### config.mk
export PLATFORM = sky130hd
export DESIGN_NAME = clk_div_multi
export DESIGN_NICKNAME = d
export VERILOG_FILES = /design/src/rtl/clk_div_multi.sv
export SDC_FILE = /design/constraint.sdc
export NUM_CORES = 1
export LEC_CHECK = 0
export ABC_CLOCK_PERIOD_IN_PS = 2400
export CAP_MARGIN = 10
export CORE_ASPECT_RATIO = 1.1
export CORE_MARGIN = 2
export CORE_UTILIZATION = 45
export DETAILED_ROUTE_END_ITERATION = 7
export GPL_TIMING_DRIVEN = 0
export PLACE_DENSITY = 0.73
export SETUP_SLACK_MARGIN = 0.2
export SLEW_MARGIN = 40
export SYNTH_ARGS = -nofsm -noshare
export SYNTH_HDL_FRONTEND = slang
export SYNTH_SLANG_ARGS = --single-unit
### constraint.sdc
create_clock -name CLK -period 2.4 [get_ports CLK]
set_input_delay 0.36 -clock CLK [delete_from_list [all_inputs] [get_ports CLK]]
set_output_delay 0.36 -clock CLK [all_outputs]
set_load 0.01 [all_outputs]
### src/rtl/clk_div_multi.sv
// ---------------------------------------------------------------------------
// clk_div_multi
//   Multi-channel, runtime-programmable clock-enable / square-wave divider.
//   Each channel counts CLK cycles up to its own limit. At the limit it
//   toggles a 50%-duty output and emits a one-cycle tick. A global sync
//   restarts every channel so their outputs come out phase-aligned.
//
// Ports
//   CLK     in   1    system clock, all logic on posedge
//   RST     in   1    synchronous, active-high reset
//   en      in   CH   per-channel count enable (0 = freeze)
//   load    in   CH   per-channel strobe: capture div_in as the new limit
//   div_in  in   W    limit value shared by all load strobes
//   sync    in   1    global restart: counters and outputs to 0
//   t       out  CH   per-channel divided square wave (registered)
//   tick    out  CH   per-channel 1-cycle strobe at each t edge (registered)
// ---------------------------------------------------------------------------

// One divider channel. Holds its own counter, limit, output and strobe.
module clk_div_lane #(
   parameter int W           = 16,
   parameter int DEFAULT_DIV = 25000
) (
   input  logic         CLK,
   input  logic         RST,
   input  logic         en,
   input  logic         load,
   input  logic         sync,
   input  logic [W-1:0] div_in,
   output logic         t,
   output logic         tick
);

   localparam logic [W-1:0] LP_DEF = DEFAULT_DIV[W-1:0];
   localparam logic [W-1:0] LP_ONE = {{(W-1){1'b0}}, 1'b1};

   logic [W-1:0] r_cnt;
   logic [W-1:0] r_lim;
   logic         r_t;
   logic         r_tick;
   logic         w_wrap;

   // ">=" rather than "==" keeps the counter bounded even if the limit were
   // ever below the count; load always zeroes the count anyway.
   assign w_wrap = (r_cnt >= r_lim);

   always_ff @(posedge CLK) begin
      if (RST) begin
         r_cnt  <= '0;
         r_lim  <= LP_DEF;
         r_t    <= 1'b0;
         r_tick <= 1'b0;
      end else if (sync) begin
         // Restart wins over counting, but a coincident load still lands.
         r_cnt  <= '0;
         r_t    <= 1'b0;
         r_tick <= 1'b0;
         if (load) r_lim <= div_in;
      end else if (load) begin
         // New limit restarts the count; t keeps its level.
         r_lim  <= div_in;
         r_cnt  <= '0;
         r_tick <= 1'b0;
      end else if (en) begin
         if (w_wrap) begin
            r_cnt  <= '0;
            r_t    <= ~r_t;
            r_tick <= 1'b1;
         end else begin
            r_cnt  <= r_cnt + LP_ONE;
            r_tick <= 1'b0;
         end
      end else begin
         r_tick <= 1'b0;
      end
   end

   assign t    = r_t;
   assign tick = r_tick;

endmodule

module clk_div_multi #(
   parameter int CH          = 2,
   parameter int W           = 16,
   parameter int DEFAULT_DIV = 25000
) (
   input  logic          CLK,
   input  logic          RST,
   input  logic [CH-1:0] en,
   input  logic [CH-1:0] load,
   input  logic [W-1:0]  div_in,
   input  logic          sync,
   output logic [CH-1:0] t,
   output logic [CH-1:0] tick
);

   // Channels share only the clock, reset, div_in and sync.
   for (genvar g = 0; g < CH; g++) begin : g_lane
      clk_div_lane #(
         .W           (W),
         .DEFAULT_DIV (DEFAULT_DIV)
      ) u_lane (
         .CLK    (CLK),
         .RST    (RST),
         .en     (en[g]),
         .load   (load[g]),
         .sync   (sync),
         .div_in (div_in),
         .t      (t[g]),
         .tick   (tick[g])
      );
   end

endmodule

Yosys cells after proc, flatten, opt, wreduce, memory -nomap -nowiden --
Cells that the tools add are included.
Operators by class: add/sub/neg operators 2, multiplexer cells 4, reduce and logical (&&, ||, !) cells 7, bitwise gates (word level) 6, magnitude comparators 2
Operator list (number):
- $add 16x1->16 const B | 2
- $ge 16x16->1 | 2
- $mux 16 | 2
- $reduce_or 4->1 | 2
- $not 1->1 | 6
- $reduce_and 3->1 | 2
- $reduce_or 3->1 | 2
- $mux 1 | 2
- $reduce_or 2->1 | 1
Word-level totals: flip-flop bits (word level) 68, bits of input ports 23, word-level logic and storage cells 29

Longest topological paths before layout --
depth in word-level cells 2, mapped depth 8, depth with buffers taken out 7

Cells and area by module --
Synthesis repeated with hierarchy kept, for this count alone.
Unflattened totals: cell total of the unflattened synthesis 390, area total of the unflattened synthesis 3583.4 µm²
Modules (own cells, without submodules):
- clk_div_lane (g_lane[0].u_lane) | area each 1810.5 µm², cells an instance 196, times used 1
- clk_div_lane (g_lane[1].u_lane) | area each 1773.0 µm², cells an instance 194, times used 1

Worst setup path before layout --
Ideal clock, no wire load.
kind reg-to-reg, from register g_lane[0].u_lane.r_cnt[0], to register g_lane[0].u_lane.r_cnt[0], clock period less this slack 2012 ps, buffers on the path 1, path slack 388 ps, setup time 75 ps, arrival 1937 ps, data required time 2325 ps, cell stages (with the launch flop) 9, cells stage by stage dfxtp_1 > inv_1 > ha_1 > nand2b_1 > a2111o_1 > a31oi_4 > a31oi_4 > buf_6 > nor3_2
Between the ends: word-level cells in the longest chain between the ends 2, elaborated cells between the ends (all ways) 3, classes of those cells 1 x add/sub; 1 x order compare; 1 x mux
Ends and longest elaborated chain:
- start: declaration | RTL line 37 | logic [W-1:0] r_cnt;
- start signal: assignment | RTL line 70 | r_cnt <= r_cnt + LP_ONE;
- $add 16x1->16 or $ge 16x16->1 (tied branches) | RTL line 70, 45
- $mux 16 * | RTL line 65 | if (w_wrap) begin
Every way passes the cells marked *; elsewhere a longest branch is shown, timed or not. A chain may end at the register's enable or synchronous reset.

Final worst setup path --
from register g_lane[0].u_lane.r_lim[11], to register g_lane[0].u_lane.r_cnt[2]
Between the ends: word-level cells in the longest chain between the ends 2
Ends and longest elaborated chain:
- start: declaration | RTL line 38 | logic [W-1:0] r_lim;
- start signal: assignment | RTL line 58 | if (load) r_lim <= div_in;
- start signal: assignment | RTL line 61 | r_lim <= div_in;
- $ge 16x16->1 | RTL line 45 | assign w_wrap = (r_cnt >= r_lim);
- $mux 16 | RTL line 65
No other way between the ends.

==> impl_metrics.env <==
export IMPL_crit_type="flop to flop"
export IMPL_finalPower_mw=2.55
export IMPL_h_tree_depth=3
export IMPL_area_growth_pct=19.3
export IMPL_avgSynthCellArea_um2=9.06
export IMPL_finClkSkew_ps=9.57
export IMPL_cp_cell_sequence="inv_1 > ha_1 > nand4_1 > a211oi_1 > o21bai_2 > a31oi_4 > clkbuf_16 > nor3_2"
export IMPL_numCtsBuffers=9
export IMPL_tightest_slew_ps=708
export IMPL_drv_slew=0
export IMPL_slowest_delay_ps=340
export IMPL_ys_seq_area_share_pct=37.6
export IMPL_place_hpwl_um=5770
export IMPL_ant_nets=0
export IMPL_root_buffer="clkbuf_8"
export IMPL_clock_sinks=68
export IMPL_clk_latency_ps=350
export IMPL_clk_path_buf_depth=2
export IMPL_fin_crit_ps=2130
export IMPL_hold_viol_final=0
export IMPL_gr_total_overflow=0
export IMPL_synth_seq_cells=68
export IMPL_netlist_area_um2=3620
export IMPL_yosys_top_cells_area="dfxtp_1 (38%), ha_1 (12%), mux2i_1 (6.1%)"
export IMPL_die_h_um=98.0
export IMPL_start_kind="flop"
export IMPL_hold_class="primary input to flop"
export IMPL_tritoncts="built"
export IMPL_drive_gt1_share_pct=10.9
export IMPL_fin_crit_sh_pct=88.6
export IMPL_pwr_density_cell_nw_per_um2=592
export IMPL_endpoint_kind="flop"
export IMPL_routabilityCongestion=0.825
export IMPL_whs_ps=440
export IMPL_drt_first_pass_iters=4
export IMPL_power_leakage_nw=1.74
export IMPL_rows=34
export IMPL_ir_drop_mv=0.285
export IMPL_final_nets=493
export IMPL_netlist_area_leader_share_pct=37.6
export IMPL_cp_slowest_cell="dfxtp_1"
export IMPL_cp_num_buf_inv=2
export IMPL_vias=2788
export IMPL_crit_family="compound AO/OA/AOI/OAI gates"
export IMPL_max_slew_margin_pct=52.8
export IMPL_arrival_ps=2340
export IMPL_syn_inst=399
export IMPL_wl_per_cell_um=13.8
export IMPL_vias_per_cell=5.08
export IMPL_cp_max_fo=7
export IMPL_grt_pass1_wl_um=12600
export IMPL_yosys_warnings=0
export IMPL_tns_ps=0
export IMPL_clkTransAtPathRegs_ps=80
export IMPL_design_portCount=27
export IMPL_syn_num_nets=456
export IMPL_grt_max_degree=13
export IMPL_core_um2=7870
export IMPL_required_ps=2620
export IMPL_max_cap_violations=0
export IMPL_synth_distinct_cells=38
export IMPL_dieArea_um2=8770
export IMPL_status="complete, no violations"
export IMPL_setup_viol=0
export IMPL_rsz0062_at_grt="false"
export IMPL_wirelength_um=7570
export IMPL_clock_fmax_mhz=470
export IMPL_drc=0
export IMPL_yosysTopAreaCell="dfxtp_1"
export IMPL_antennaDiodeCount=0
export IMPL_grt_pass1_vias=2746
export IMPL_dieWidth_um=89.5
export IMPL_port_buffers=22
export IMPL_grt_use_total_pct=18.2
export IMPL_drt_iter0_drc=120
export IMPL_start_util_pct=45.9
export IMPL_antenna_found_initial=0
-- final timing paths --
path | from | endpoint | slack, ps | cells past startpoint
min reg2reg | g_lane[1].u_lane.t | g_lane[1].u_lane.t | 480 | 2
max reg2reg | g_lane[0].u_lane.r_lim[11] | g_lane[0].u_lane.r_cnt[2] | 270 | 8
max | g_lane[0].u_lane.r_lim[11] | g_lane[0].u_lane.r_cnt[2] | 270 | 8
min | load[1] | g_lane[1].u_lane.r_lim[0] | 440 | 3
-- synth_stat cells (all sizes together) --
cell	number
nand4	13
a311oi	4
clkbuf	13
mux2i	22
nor2	33
a21o	2
a31oi	4
ha	34
and2	5
nand2b	1
o211ai	12
nor2b	2
o21bai	1
buf	8
and3	3
a211oi	3
o311ai	1
or3	4
o21ai	5
nand2	31
inv	39
a21oi	11
xnor2	11
and4	4
a2111o	1
xor2	19
a22oi	1
nor3	32
nand3	11
dfxtp	68
o211a	1
-- area by class of cell --
class	instances	area, µm²
Multi-Input combinational cell	271	2040
Buffer	21	109
Tap cell	108	135
Clock buffer	10	138
Timing Repair Buffer	26	268
Inverter	39	146
Sequential cell	68	1370
Fill cell	714	3560
Clock inverter	6	111
-- kinds of logic (layout without fill, tap and decap cells) --
kind of cell	count (synthesis)	in the layout	synth area share, %
XOR/XNOR	30	30	7.27
AO/OA/AOI/OAI	46	46	10.4
AND/OR/NAND/NOR	139	139	19.9
multiplexers	22	22	6.09
adder cells (fa/ha/maj)	34	34	11.8
buffers and inverters	60	102	6.89
flip-flops	68	68	37.6
-- metal layers --
metal	track usage [%]	part of all wire [%]	wire length, µm
met1	21.7	44	3350
met2	30.8	52	3900
met3	5.24	2.9	223
met4	6.08	1.2	88
met5	0	0	0
-- timing repair --
item                       4_1_cts  5_1_grt
resized for setup                2       10
pin swaps                        0        8
gates cloned                     0        1
hold buffers                     0        0
setup buffers                    0        3
setup endpoints to repair       20       20
-- through the flow --
stage	cells	setup slack, ps	util, %	instance area, µm²
2_1_floorplan	399	388	-	3620
3_3_place_gp	529	195	50.5	3970
3_5_place_dp	529	151	50.5	3970
4_1_cts	545	208	53.8	4230
5_1_grt	549	140	54.8	4310
6_report	549	273	54.8	4310
-- state kept, by name, summed over array words and instances (netlist names) --
register / count
g_lane.u_lane.tick: 2
g_lane.u_lane.r_lim: 32
g_lane.u_lane.r_cnt: 32
g_lane.u_lane.t: 2
-- report_power, final --
part	internal, mW	switching (mW)
combinational	0.0897	0.115
clock	0.718	0.454
sequential	1.16	0.0150
-- tightest hold or removal path, delay by kind of cell --
family,cells,cell delay [ps]
multiplexers,1,150
AND/OR/NAND/NOR,1,70
buffers and inverters,1,170
-- placed cells by master (no fill, tap or decap), types with 4 or more instances in the layout --
cell             synthesis  layout
a311oi_1                 4       4
nor3_2                  11      10
and4_1                   4       4
nand2_1                 31      31
o21ai_0                  5       5
nand3_1                 11      11
clkbuf_1                13      13
nand4_1                 13      13
clkdlybuf4s50_1          0      22
dfxtp_1                 68      66
o211ai_1                12      12
xor2_1                  19      19
clkbuf_8                 0      10
nor2_1                  33      33
mux2i_1                 22      22
xnor2_1                 11      11
a21oi_1                 11      10
nor3_1                  21      20
or3_1                    4       4
and2_1                   5       5
ha_1                    34      34
inv_1                   39      39
buf_4                    4       8
No activity file was read; power rests on OpenSTA's default activity.
